<file path="config.mk">
export PLATFORM = sky130hd
export DESIGN_NAME = fec_hamming_encoder_flat
export DESIGN_NICKNAME = d
export VERILOG_FILES = /design/src/rtl/fec_hamming_encoder_pkg.sv /design/src/rtl/fec_hamming_encoder_if.sv /design/src/rtl/fec_hamming_encoder_nibble_enc.sv /design/src/rtl/fec_hamming_encoder.sv /design/src/flat_wrapper.sv
export SDC_FILE = /design/constraint.sdc
export NUM_CORES = 1
export LEC_CHECK = 0
export ABC_AREA = 1
export CORE_ASPECT_RATIO = 1.2
export CORE_MARGIN = 10
export CORE_UTILIZATION = 40
export DETAILED_ROUTE_END_ITERATION = 10
export MAX_ROUTING_LAYER = met4
export PLACE_DENSITY_LB_ADDON = 0.08
export SYNTH_ARGS = -nofsm -noshare
export SYNTH_HDL_FRONTEND = slang
export SYNTH_HIERARCHICAL = 1
export SYNTH_SLANG_ARGS = --single-unit
</file>
<file path="constraint.sdc">
create_clock -name clk -period 2.25 [get_ports clk]
set_clock_uncertainty 0.1 [all_clocks]
set_input_delay 0.45 -clock clk [delete_from_list [all_inputs] [get_ports clk]]
set_output_delay 0.45 -clock clk [all_outputs]
set_load 0.01 [all_outputs]
</file>
<file path="src/rtl/fec_hamming_encoder_pkg.sv">
// Shared types, constants and the nibble encode function for the Hamming FEC encoder.
// FEC_SECDED_EN: when defined, bit 7 of each codeword is the overall even parity (Hamming(8,4)).
package fec_hamming_encoder_pkg;

    localparam int unsigned DATA_WIDTH      = 32;
    localparam int unsigned NIBBLES_PER_MSG = 8;
    localparam int unsigned WORDS_PER_MSG   = 2;

    typedef logic [7:0] codeword_byte_t;

    typedef enum logic [1:0] {
        IDLE,
        WAIT,
        LO,
        HI
    } fec_enc_state_t;

    function automatic codeword_byte_t hamming_encode_nibble(input logic [3:0] d);
        codeword_byte_t b;
        logic           p1;
        logic           p2;
        logic           p3;
        b  = '0;
        p1 = d[0] ^ d[1] ^ d[3];
        p2 = d[0] ^ d[2] ^ d[3];
        p3 = d[1] ^ d[2] ^ d[3];
        b[6:0] = {d[3], d[2], d[1], p3, d[0], p2, p1};
`ifdef FEC_SECDED_EN
        b[7] = ^b[6:0];
`else
        b[7] = 1'b0;
`endif
        return b;
    endfunction

endpackage

</file>
<file path="src/rtl/fec_hamming_encoder_if.sv">
// FIFO read port (upstream message buffer) and FIFO write port (downstream encoded buffer).
interface fec_hamming_encoder_if;

    logic                                          in_rd_en;
    logic [fec_hamming_encoder_pkg::DATA_WIDTH-1:0] in_rd_data;
    logic                                          in_empty;
    logic                                          out_wr_en;
    logic [fec_hamming_encoder_pkg::DATA_WIDTH-1:0] out_wr_data;
    logic                                          out_full;

    modport master (
        output in_rd_en,
        input  in_rd_data,
        input  in_empty,
        output out_wr_en,
        output out_wr_data,
        input  out_full
    );

    modport slave (
        input  in_rd_en,
        output in_rd_data,
        output in_empty,
        input  out_wr_en,
        input  out_wr_data,
        output out_full
    );

endinterface

</file>
<file path="src/rtl/fec_hamming_encoder_nibble_enc.sv">
// Combinational Hamming(7,4) / extended (8,4) encoder for one nibble.
module hamming_nibble_enc
    import fec_hamming_encoder_pkg::*;
(
    input  logic [3:0]     nibble,
    output codeword_byte_t code
);

    always_comb begin
        code = hamming_encode_nibble(nibble);
    end

endmodule

</file>
<file path="src/rtl/fec_hamming_encoder.sv">
// FEC encoder stage: pops 32-bit messages, emits two 32-bit Hamming-encoded words per message.
// Build option FEC_SECDED_EN selects extended Hamming(8,4) codewords (see package).
module fec_hamming_encoder
    import fec_hamming_encoder_pkg::*;
#(
    parameter int unsigned COUNT_WIDTH = 16
) (
    input  logic                   clk,
    input  logic                   rst,
    fec_hamming_encoder_if.master  bus,
    output logic                   busy,
    output logic [COUNT_WIDTH-1:0] msg_count
);

    localparam int unsigned HALF_WIDTH      = DATA_WIDTH / WORDS_PER_MSG;
    localparam int unsigned NIBBLES_PER_WRD = NIBBLES_PER_MSG / WORDS_PER_MSG;

    fec_enc_state_t         state_q;
    fec_enc_state_t         state_d;
    logic [DATA_WIDTH-1:0]  msg_q;
    logic [DATA_WIDTH-1:0]  msg_d;
    logic [COUNT_WIDTH-1:0] msg_count_q;
    logic [COUNT_WIDTH-1:0] msg_count_d;
    logic [HALF_WIDTH-1:0]  half_sel;
    logic [DATA_WIDTH-1:0]  enc_word;

    // Four encoders shared between the low and high halves, selected by state.
    always_comb begin
        half_sel = (state_q == HI) ? msg_q[DATA_WIDTH-1:HALF_WIDTH] : msg_q[HALF_WIDTH-1:0];
    end

    for (genvar k = 0; k < NIBBLES_PER_WRD; k++) begin : g_enc
        hamming_nibble_enc u_enc (
            .nibble (half_sel[4*k +: 4]),
            .code   (enc_word[8*k +: 8])
        );
    end

    always_ff @(posedge clk) begin
        if (rst) begin
            state_q     <= IDLE;
            msg_q       <= '0;
            msg_count_q <= '0;
        end else begin
            state_q     <= state_d;
            msg_q       <= msg_d;
            msg_count_q <= msg_count_d;
        end
    end

    always_comb begin
        state_d         = state_q;
        msg_d           = msg_q;
        msg_count_d     = msg_count_q;
        bus.in_rd_en    = 1'b0;
        bus.out_wr_en   = 1'b0;
        bus.out_wr_data = '0;

        case (state_q)
            IDLE: begin
                bus.in_rd_en = !bus.in_empty;
                if (bus.in_rd_en) begin
                    state_d = WAIT;
                end
            end
            WAIT: begin
                msg_d   = bus.in_rd_data;
                state_d = LO;
            end
            LO: begin
                bus.out_wr_data = enc_word;
                bus.out_wr_en   = !bus.out_full;
                if (bus.out_wr_en) begin
                    state_d = HI;
                end
            end
            HI: begin
                bus.out_wr_data = enc_word;
                bus.out_wr_en   = !bus.out_full;
                if (bus.out_wr_en) begin
                    msg_count_d = msg_count_q + 1'b1;
                    state_d     = IDLE;
                end
            end
            default: begin
                state_d = IDLE;
            end
        endcase

        // Reset masks all handshake outputs in the same cycle it is asserted.
        if (rst) begin
            bus.in_rd_en    = 1'b0;
            bus.out_wr_en   = 1'b0;
            bus.out_wr_data = '0;
        end
    end

    always_comb begin
        busy      = (state_q != IDLE) && !rst;
        msg_count = msg_count_q;
    end

endmodule

</file>
<file path="src/flat_wrapper.sv">
// flat-port wrapper written by rule: the top's interface ports become plain ports
module fec_hamming_encoder_flat import fec_hamming_encoder_pkg::*;
#(
    parameter int unsigned COUNT_WIDTH = 16
)
  (clk, rst, busy, msg_count, bus_in_rd_en, bus_in_rd_data, bus_in_empty, bus_out_wr_en, bus_out_wr_data, bus_out_full);
  fec_hamming_encoder_if bus_i ();
  input  logic clk;
  input  logic rst;
  output logic busy;
  output logic [COUNT_WIDTH-1:0] msg_count;
  output wire logic [$bits(bus_i.in_rd_en)-1:0] bus_in_rd_en;
  input wire logic [$bits(bus_i.in_rd_data)-1:0] bus_in_rd_data;
  input wire logic [$bits(bus_i.in_empty)-1:0] bus_in_empty;
  output wire logic [$bits(bus_i.out_wr_en)-1:0] bus_out_wr_en;
  output wire logic [$bits(bus_i.out_wr_data)-1:0] bus_out_wr_data;
  input wire logic [$bits(bus_i.out_full)-1:0] bus_out_full;
  assign bus_in_rd_en = bus_i.in_rd_en;
  assign bus_i.in_rd_data = bus_in_rd_data;
  assign bus_i.in_empty = bus_in_empty;
  assign bus_out_wr_en = bus_i.out_wr_en;
  assign bus_out_wr_data = bus_i.out_wr_data;
  assign bus_i.out_full = bus_out_full;
  fec_hamming_encoder #(.COUNT_WIDTH(COUNT_WIDTH)) u_core (.clk(clk), .rst(rst), .bus(bus_i), .busy(busy), .msg_count(msg_count));
endmodule
</file>
### Word-level counts from Yosys, hierarchy flattened

Index checks and enable logic that the tools add are counted.

* reduce and logical (&&, ||, !) cells: 9
* equal/unequal tests: 6
* $add $sub $neg: 1
* mux-type cells: 11
* bitwise logic cells: 25

Operator list (number)
* 2-to-1 mux 31 bit: 2
* XOR 1 bit: 24
* adder 16 x 1 -> 16 bit (second input constant): 1
* 2-to-1 mux 16 bit: 1
* one-hot mux 2 bit (4 select lines): 1
* 2-to-1 mux 2 bit: 3
* inequality test 2 bit (second input constant): 3
* == test 2 bit (second input constant): 2
* 2-to-1 mux 1 bit: 4
* logical NOT 1 bit: 3
* AND reduction 3 bit: 1
* == test 2 x 1 -> 1 bit (second input constant): 1
* logical NOT 2 bit: 1
* AND reduction 2 bit: 1
* nonzero test 2 bit: 1
* OR reduction 2 bit: 1
* logical AND 1 bit: 1
* inverter 1 bit: 1

* output and inout bits: 51
* flip-flop bits (word level): 50

### Logic depth before layout (Yosys ltp)

Gate-level depths: netlist of the first run.

* depth in word-level cells: 6
* mapped depth: 10
* gate-level depth less buffers: 9

### By module

Netlist of the first run, hierarchy kept.

Modules (own cells, without submodules)
* fec_hamming_encoder: times used 1, cells each 381, area each 2482.4 µm²
* hamming_nibble_enc: times used 4, cells each 31, area each 142.6 µm²

### Least setup slack after synthesis of the first run

No wires, ideal clock.

* path type: reg2out
* from: register u_core.state_q[0]
* to: output port bus_out_wr_data[27]
* data required time: 1700 ps
* cell stages (with the launch flop): 10
* data arrival time: 1705 ps
* path slack: -5 ps
* buffers on the path: 1
* cell sequence: dfxtp_1 ha_1 clkbuf_1 o21ai_0 inv_2 nand2_1 nand3_1 nand2_1 inv_1 nor2_1

* cells in the longest elaborated chain, start to end: 6

RTL lines
* from (decl): line fec_hamming_encoder.sv:18 `fec_enc_state_t state_q;`
* from (signal assigned): line fec_hamming_encoder.sv:45 `state_q <= state_d;`
* == test 2 bit: line fec_hamming_encoder.sv:29 `half_sel = (state_q == HI) ? msg_q[DATA_WIDTH-1:HALF_WIDTH] : msg_q[HALF_WIDTH-1:0];`
* 2-to-1 mux 16 bit: line fec_hamming_encoder.sv:29
* net u_core.half_sel[13]: line fec_hamming_encoder.sv:24 `logic [HALF_WIDTH-1:0] half_sel;`
* XOR 1 bit (2 in a row): line fec_hamming_encoder_pkg.sv:26 `p3 = d[1] ^ d[2] ^ d[3];`
* net u_core.enc_word[27]: line fec_hamming_encoder.sv:25 `logic [DATA_WIDTH-1:0] enc_word;`
* 2-to-1 mux 31 bit: line fec_hamming_encoder.sv:59 `case (state_q)`
* 2-to-1 mux 31 bit: line fec_hamming_encoder.sv:91 `if (rst) begin`
* to (decl): line flat_wrapper.sv:16 `output wire logic [$bits(bus_i.out_wr_data)-1:0] bus_out_wr_data;`

The timed path passes the listed nets, and every way through them passes these cells.

### Final worst setup path of the first run

* from: register u_core.state_q[1]
* to: output port bus_out_wr_data[19]

The elaborated chain is that of the path after synthesis.

==> key figures, run 1 <==
Outcome
  • Outcome: finished with violations
  • Violated checks: setup timing

Detailed routing
  • DRC: 0
  • Drt pass-1 iters: 4
  • Initial DRC Count: 147
  • Post-DRT Antenna Nets: 0
  • Routed WL: 9.059 mm
  • Via density per instance: 4.780
  • Via count: 3317
  • DR WL/cell: 13.05 um

Clock network
  • Worst-Skew Late Latency: 0.29 ns
  • Clock Sinks: 50
  • Clk root buf: clkbuf_8
  • Total CTS buffers: 5
  • TritonCTS clock tree: yes
  • Cts-stage hold buffer count: 0
  • Clock-pin slew on the worst setup and hold paths: 0.09 ns
  • Longest Clk Path Bufs: 2
  • H-tree levels: 2

Timing
  • Final Hold Viols: 0
  • Worst hold margin: 0.3624 ns
  • Highest Clock Rate: 419.6 MHz
  • Max Slew Vio Count: 0
  • Final cycle utilization of the critical path: 105.9%
  • Post-layout minimum cycle time: 2.383 ns
  • Setup Viol. Count Final: 29
  • Unrepaired setup endpoints after global routing: yes
  • Setup TNS: -1.569 ns
  • Worst Slack Setup Final: -0.1330 ns

Pwr
  • Combinational group share of total power: between 60% and 70%
  • Switching share of power: approximately 42%
  • Sw Pwr: 1.916 mW
  • Clock power frac: between 10% and 20%
  • Reg power frac: around 27%
  • P_int: 2.593 mW
  • Static leakage: 2.084 nW
  • Max VDD drop: ~0.49 mV
  • PwrDens: just under 1000 mW/mm^2

Layout
  • Final Util: between 60% and 70%
  • Fin area: roughly 0.0045 sq mm
  • Layout cell share with drive strength beyond 1: 26.32%
  • Final Net Count: about 650
  • P&R area growth vs syn: 48.52%
  • Area taken by multi-input logic gates: approximately 0.0018 sq mm
  • Fillers: 705
  • ANT cells: 0
  • Register area: 0.001003 sq mm

Global route
  • Remaining Overflow, GRT: 0
  • Largest net degree at the start of global routing: 31
  • Overall Global Routing Usage: between 10% and 20%
  • Vias in the first global route: 3185
  • First-pass GRT wire length: 14.12 mm
  • Initial antenna violation count: 0

Logic synthesis
  • Post-synth top area share: 32.79%
  • Number of synthesized register bits: 50
  • Ys Warns: 6
  • Synth Area per Inst: 6.045 sq um
  • Mapped Cells: 505
  • EDFF count, synth: 0
  • Yosys cell types: 26
  • Sequential cell area fraction in the yosys report: 32.79%
  • Yosys top cell by area: dfxtp_1
  • Top_reg_cell synth: dfxtp_1
  • Mapped Area: roughly 0.0031 sq mm
  • Syn Nets: ~550
  • Ranking of synthesized cells by area: dfxtp_1, nand2_1, nor2_1
  • Async S/R FF share, synth: 0%

Die
  • Die width: 99.75 um
  • Core area: 0.007360 sq mm
  • Height of the die: 115.7 um
  • Die area: 0.01154 sq mm
  • # rows: 34
  • Starting Density: 41.48%
  • Ports: 87

Setup path
  • CP Capture Type: primary output
  • Worst endpoint required time: between 1.5 and 2 ns
  • Kind of critical path: reg2out
  • Worst Setup Start Kind: flop
  • Worst-path fanout max: 7
  • Worst EP arrival: 1.83 ns

Flow run
  • Max cap viols: 0

Hold path
  • Min-delay worst type: reg2reg

Place
  • Post-DP HPWL: 6.143 mm
  • DP Area: 0.004010 sq mm
  • IO buf count: 82
  • Pre-CTS WS: -0.3402 ns
  • Routability cong.: 0.8300
## area by class of cell
type	instances	area share, %
multi-input cells	332	39.40
repair buffers	128	26.35
flip-flops and latches	50	22.13
inverters	86	7.616
well taps	90	2.483
clock buffers	7	1.904
clock inverters	1	0.1104
## routing by layer
metal	share of wire, %	wire (um)	global-route usage, %	vias up
li1	-	-	-	1732
met1	42	3806	15.75	1506
met2	52	4734	26.65	68
met3	4.8	432	3.514	11
met4	0.94	85	3.445	0
met5	0	0	-	-
## what timing repair did
| action | CTS | global route |
|---|---|---|
| pin swaps | 9 | 37 |
| buffers inserted | 6 | 8 |
| cloned | 2 | 4 |
| setup endpoints to repair | 31 | 29 |
| resized for setup | 142 | 98 |
## critical path, cell delays in order (launching register included)
cell,delay (ns)
dfxtp_2,0.35
ha_4,0.21
buf_8,0.16
nand2_4,0.07
o21ai_4,0.05
buf_6,0.13
buf_6,0.12
nand2_2,0.07
nand3_2,0.07
nand2_1,0.07
inv_1,0.04
nor2_1,0.09
buf_2,0.14
## synth_stat cells (2+ instances only)
cell,count
dfxtp_1,50
nand2_1,107
nand3_1,33
clkbuf_1,9
inv_2,13
inv_1,72
conb_1,4
buf_4,20
nand4_1,2
ha_1,6
nor2_1,85
o21ai_0,56
a21oi_1,27
nor3_1,3
buf_2,7
## cell usage in the layout, fill, tap and decap left out, types with 2 or more instances in the layout
cell,count
nor2_1,83
nand2_1,79
inv_1,69
clkdlybuf4s50_1,51
dfxtp_1,48
o21ai_0,40
buf_2,28
a21oi_1,27
nand2_2,24
nand3_1,24
buf_4,24
buf_6,15
inv_2,9
nand3_2,9
o21ai_4,8
clkbuf_8,6
o21ai_2,6
nand2_4,6
inv_4,6
ha_1,4
conb_1,4
clkbuf_16,3
buf_12,3
o21ai_1,3
nor3_1,3
dlygate4sd2_1,2
nor2_4,2
nand4_1,2
ha_4,2
dfxtp_2,2
## power groups by stage
stage | Sequential, mW | Combinational [mW] | Clock (mW)
2_1_floorplan | 1.20 | 1.48 | 0
3_3_place_gp | 1.21 | 2.06 | 0
3_5_place_dp | 1.21 | 2.10 | 0
4_1_cts | 1.21 | 2.29 | 0.546
5_1_grt | 1.25 | 3.07 | 0.586
6_report | 1.23 | 2.76 | 0.525
## sequential cells by signal, summed over array words and instances (netlist names)
signal,flops
u_core/msg_q,32
u_core/msg_count,16
u_core/state_q,2
## per-stage QoR
stage / instances / power (mW)
6_report: 694 / 4.509
5_1_grt: 694 / 4.904
4_1_cts: 686 / 4.043
3_5_place_dp: 670 / 3.311
3_3_place_gp: 670 / 3.262
2_1_floorplan: 505 / 2.680
## final timing paths
| kind | cells after the start | slack [ns] | startpoint | endpoint |
|---|---|---|---|---|
| worst max-delay path | 12 | -0.13 | u_core/state_q[1]$_SDFFE_PP0P_ | bus_out_wr_data[19] |
| worst min-delay path | 2 | 0.36 | u_core/msg_q[4]$_SDFFE_PP0N_ | u_core/msg_q[4]$_SDFFE_PP0N_ |
| worst max register to register | 8 | 0.62 | u_core/state_q[1]$_SDFFE_PP0P_ | u_core/msg_count[12]$_SDFFE_PP0P_ |
| worst min register to register | 2 | 0.36 | u_core/msg_q[4]$_SDFFE_PP0N_ | u_core/msg_q[4]$_SDFFE_PP0N_ |
## logic make-up after synthesis
logic type | after synthesis | synth area share (%)
DFF | 50 | 32.79
other | 4 | 0.4917
AOI/OAI and AO/OA | 87 | 14.55
buffers and inverters | 123 | 18.11
adders and majority gates | 6 | 2.459
and+or+nand+nor | 235 | 31.60
(Power assumes the default switching activity.)
==> run 2, diff against run 1 <==
SLEW_MARGIN = 10   (was default)
==> results of run 2 <==
The final DEF is identical to that of run 1; final timing and power are the same.
==> run 3, diff against run 2 <==
RECOVER_POWER = 100   (was default)
==> key figures, run 3 (same netlist as run 1, synthesis figures left out) <==
Global route
  • Largest net degree at the start of global routing: 31 (unchanged)
  • First-pass GRT wire length: 14.12 mm (unchanged)
  • Vias in the first global route: 3185 (unchanged)
  • Initial antenna violation count: 0 (unchanged)
  • Overall Global Routing Usage: 14.71% (unchanged)
  • Remaining Overflow, GRT: 0 (unchanged)

Clock network
  • Clock-pin slew on the worst setup and hold paths: 0.09 ns (about the same)
  • Worst-Skew Late Latency: 0.29 ns (about the same)
  • Longest Clk Path Bufs: 2 (unchanged)
  • Clock Sinks: 50 (unchanged)
  • TritonCTS clock tree: yes (unchanged)
  • Cts-stage hold buffer count: 0 (unchanged)
  • Clk root buf: clkbuf_8 (unchanged)
  • H-tree levels: 2 (unchanged)
  • Total CTS buffers: 5 (unchanged)

Setup path
  • CP Cell Sequence: ha_4, buf_8, nand2_4, o21ai_4, buf_6, buf_6, nand2_2, nand3_2, nand2_1, inv_1, nor2_1, buf_2 (unchanged)
  • Kind of critical path: reg2out (unchanged)
  • Most common cell on crit path: buf_6 (unchanged)
  • Reg2reg setup slack: 0.41 ns (was 0.62 ns)
  • Worst r2r path cells: 8 (unchanged)
  • Worst-path fanout max: 7 (unchanged)
  • Max incr delay on CP: 0.35 ns (about the same)
  • Worst path bufs/invs: 5 (unchanged)
  • CP Capture Type: primary output (unchanged)
  • Worst Setup Start Kind: flop (unchanged)
  • Slowest CP cell: dfxtp_2 (unchanged)
  • Top Family by Delay on Critical Path: buffers and inverters (unchanged)
  • Reg2reg end: u_core/msg_count[12]$_SDFFE_PP0P_ (unchanged)
  • Worst R2R Start: u_core/state_q[0]$_SDFFE_PP0P_ (was u_core/state_q[1]$_SDFFE_PP0P_)
  • Worst EP arrival: 1.83 ns (about the same)
  • Worst endpoint required time: 1.70 ns (about the same)

Die
  • Starting Density: 41.48% (unchanged)
  • Die area: 0.01154 sq mm (unchanged)
  • Ports: 87 (unchanged)
  • Core area: 0.007360 sq mm (unchanged)
  • Height of the die: 115.7 um (unchanged)
  • Die width: 99.75 um (unchanged)
  • # rows: 34 (unchanged)

Layout
  • Number of flip-flops in the largest register: 32 (unchanged)
  • Leading cell type in the layout, fill and taps excluded: nor2_1 (unchanged)
  • Fillers: 709 (was 705)
  • Fin area: 0.004513 sq mm (was 0.004534 sq mm)
  • Reg with most FFs: u_core/msg_q (unchanged)
  • Most frequent cells in the layout: nor2_1, nand2_1, inv_1 (unchanged)
  • Non-Filler Instances: 694 (unchanged)
  • Final Net Count: 645 (unchanged)
  • Layout cell share with drive strength beyond 1: 25.99% (was 26.32%)
  • ANT cells: 0 (unchanged)
  • P&R area growth vs syn: 47.83% (was 48.52%)

Timing
  • Worst hold margin: 0.3653 ns (was 0.3624 ns)
  • Slew HR: between 60% and 70%
  • Highest Clock Rate: 419.4 MHz (was 419.6 MHz)
  • Worst Slack Setup Final: -0.1341 ns (was -0.1330 ns)
  • Setup Viol. Count Final: 30 (was 29)
  • Final Hold Viols: 0 (unchanged)
  • Max Slew Vio Count: 0 (unchanged)
  • Unrepaired setup endpoints after global routing: yes (unchanged)
  • Tightest Pin Transition: 0.5641 ns
  • Final cycle utilization of the critical path: 106.0% (was 105.9%)
  • Post-layout minimum cycle time: 2.384 ns (was 2.383 ns)

Hold path
  • Hold Path Origin: u_core/msg_q[4]$_SDFFE_PP0N_ (unchanged)
  • Worst hold endpoint: u_core/msg_q[4]$_SDFFE_PP0N_ (unchanged)
  • Hold Path Depth: 2 (unchanged)
  • Min-delay worst type: reg2reg (unchanged)

Detailed routing
  • DR WL/cell: 13.05 um (about the same)
  • DRC: 0 (unchanged)
  • Routed WL: 9.055 mm (was 9.059 mm)
  • Drt pass-1 iters: 4 (unchanged)
  • Via density per instance: 4.769 (was 4.780)
  • Initial DRC Count: 150 (was 147)
  • Via count: 3310 (was 3317)
  • Post-DRT Antenna Nets: 0 (unchanged)

Outcome
  • Violated checks: setup timing (unchanged)
  • Outcome: finished with violations (unchanged)

Pwr
  • Static leakage: 2.116 nW (was 2.084 nW)
  • Max VDD drop: 0.4869 mV (was 0.4874 mV)
  • Final Power: 4.491 mW (was 4.509 mW)
  • PwrDens: 995.1 mW/mm^2 (was 994.4 mW/mm^2)

Place
  • Post-DP HPWL: 6.143 mm (unchanged)
  • Routability cong.: 0.8300 (unchanged)
  • IO buf count: 82 (unchanged)
  • DP Area: 0.004010 sq mm (unchanged)
  • Placed Cells incl. Taps: 670 (unchanged)

Flow run
  • Max cap viols: 0 (unchanged)
[run 3: power by group]
part | internal [mW] | switching [mW] | total (mW) | leakage (nW)
clock | 0.249 | 0.277 | 0.525 | 0.0482
combinational | 1.21 | 1.53 | 2.74 | 1.66
sequential | 1.12 | 0.110 | 1.23 | 0.410
total | 2.58 | 1.91 | 4.49 | 2.12
[run 3: worst reg2reg max path, delay by kind of cell, from the launching register on]
family | cells | cell delay [ns]
flip-flops | 1 | 0.36
adder cells (fa/ha/maj) | 1 | 0.17
buffers and inverters | 1 | 0.15
AND/OR/NAND/NOR | 6 | 1.00
[run 3: cell type report]
type                    instances  area, sq um  share of cell area (%)
inverters                      86        345.3                   7.652
multi-input cells             332         1773                   39.28
clock inverters                 1        5.005                  0.1109
well taps                      90        112.6                   2.495
clock buffers                   7        86.33                   1.913
flip-flops and latches         50         1003                   22.23
repair buffers                128         1187                   26.31
[run 3: worst max path at each step]
stage	start	endpoint	slack, ns	depth (start not counted)
2_1_floorplan	u_core/state_q[0]$_SDFFE_PP0P_	bus_out_wr_data[27]	-0.005	9
3_3_place_gp	u_core/state_q[0]$_SDFFE_PP0P_	bus_out_wr_data[27]	-0.30	11
3_5_place_dp	u_core/state_q[0]$_SDFFE_PP0P_	bus_out_wr_data[24]	-0.34	11
4_1_cts	u_core/state_q[0]$_SDFFE_PP0P_	bus_out_wr_data[11]	-0.17	10
5_1_grt	u_core/state_q[1]$_SDFFE_PP0P_	bus_out_wr_data[16]	-0.24	12
6_report	u_core/state_q[1]$_SDFFE_PP0P_	bus_out_wr_data[19]	-0.13	12
[run 3: layer usage]
metal | routed length (um) | vias up | track usage (%) | share of wire [%]
li1 | - | 1733 | - | -
met1 | 3784 | 1502 | 15.75 | 42
met2 | 4773 | 68 | 26.65 | 53
met3 | 434 | 7 | 3.514 | 4.8
met4 | 62 | 0 | 3.445 | 0.68
met5 | 0 | - | - | 0
[run 3: per-stage QoR]
stage,setup TNS [ns],setup WS [ns],util [%]
5_1_grt,-4.174,-0.2378,61.32
3_5_place_dp,-7.139,-0.3402,54.49
6_report,-1.615,-0.1341,61.32
4_1_cts,-1.264,-0.1738,57.53
3_3_place_gp,-6.755,-0.2957,54.49
2_1_floorplan,-0.01350,-0.004825,-
[run 3: repair_timing]
action / CTS / global route
pin swaps: 9 / 37
resized for setup: 142 / 98
cloned: 2 / 4
buffers inserted: 6 / 8
setup endpoints to repair: 31 / 29
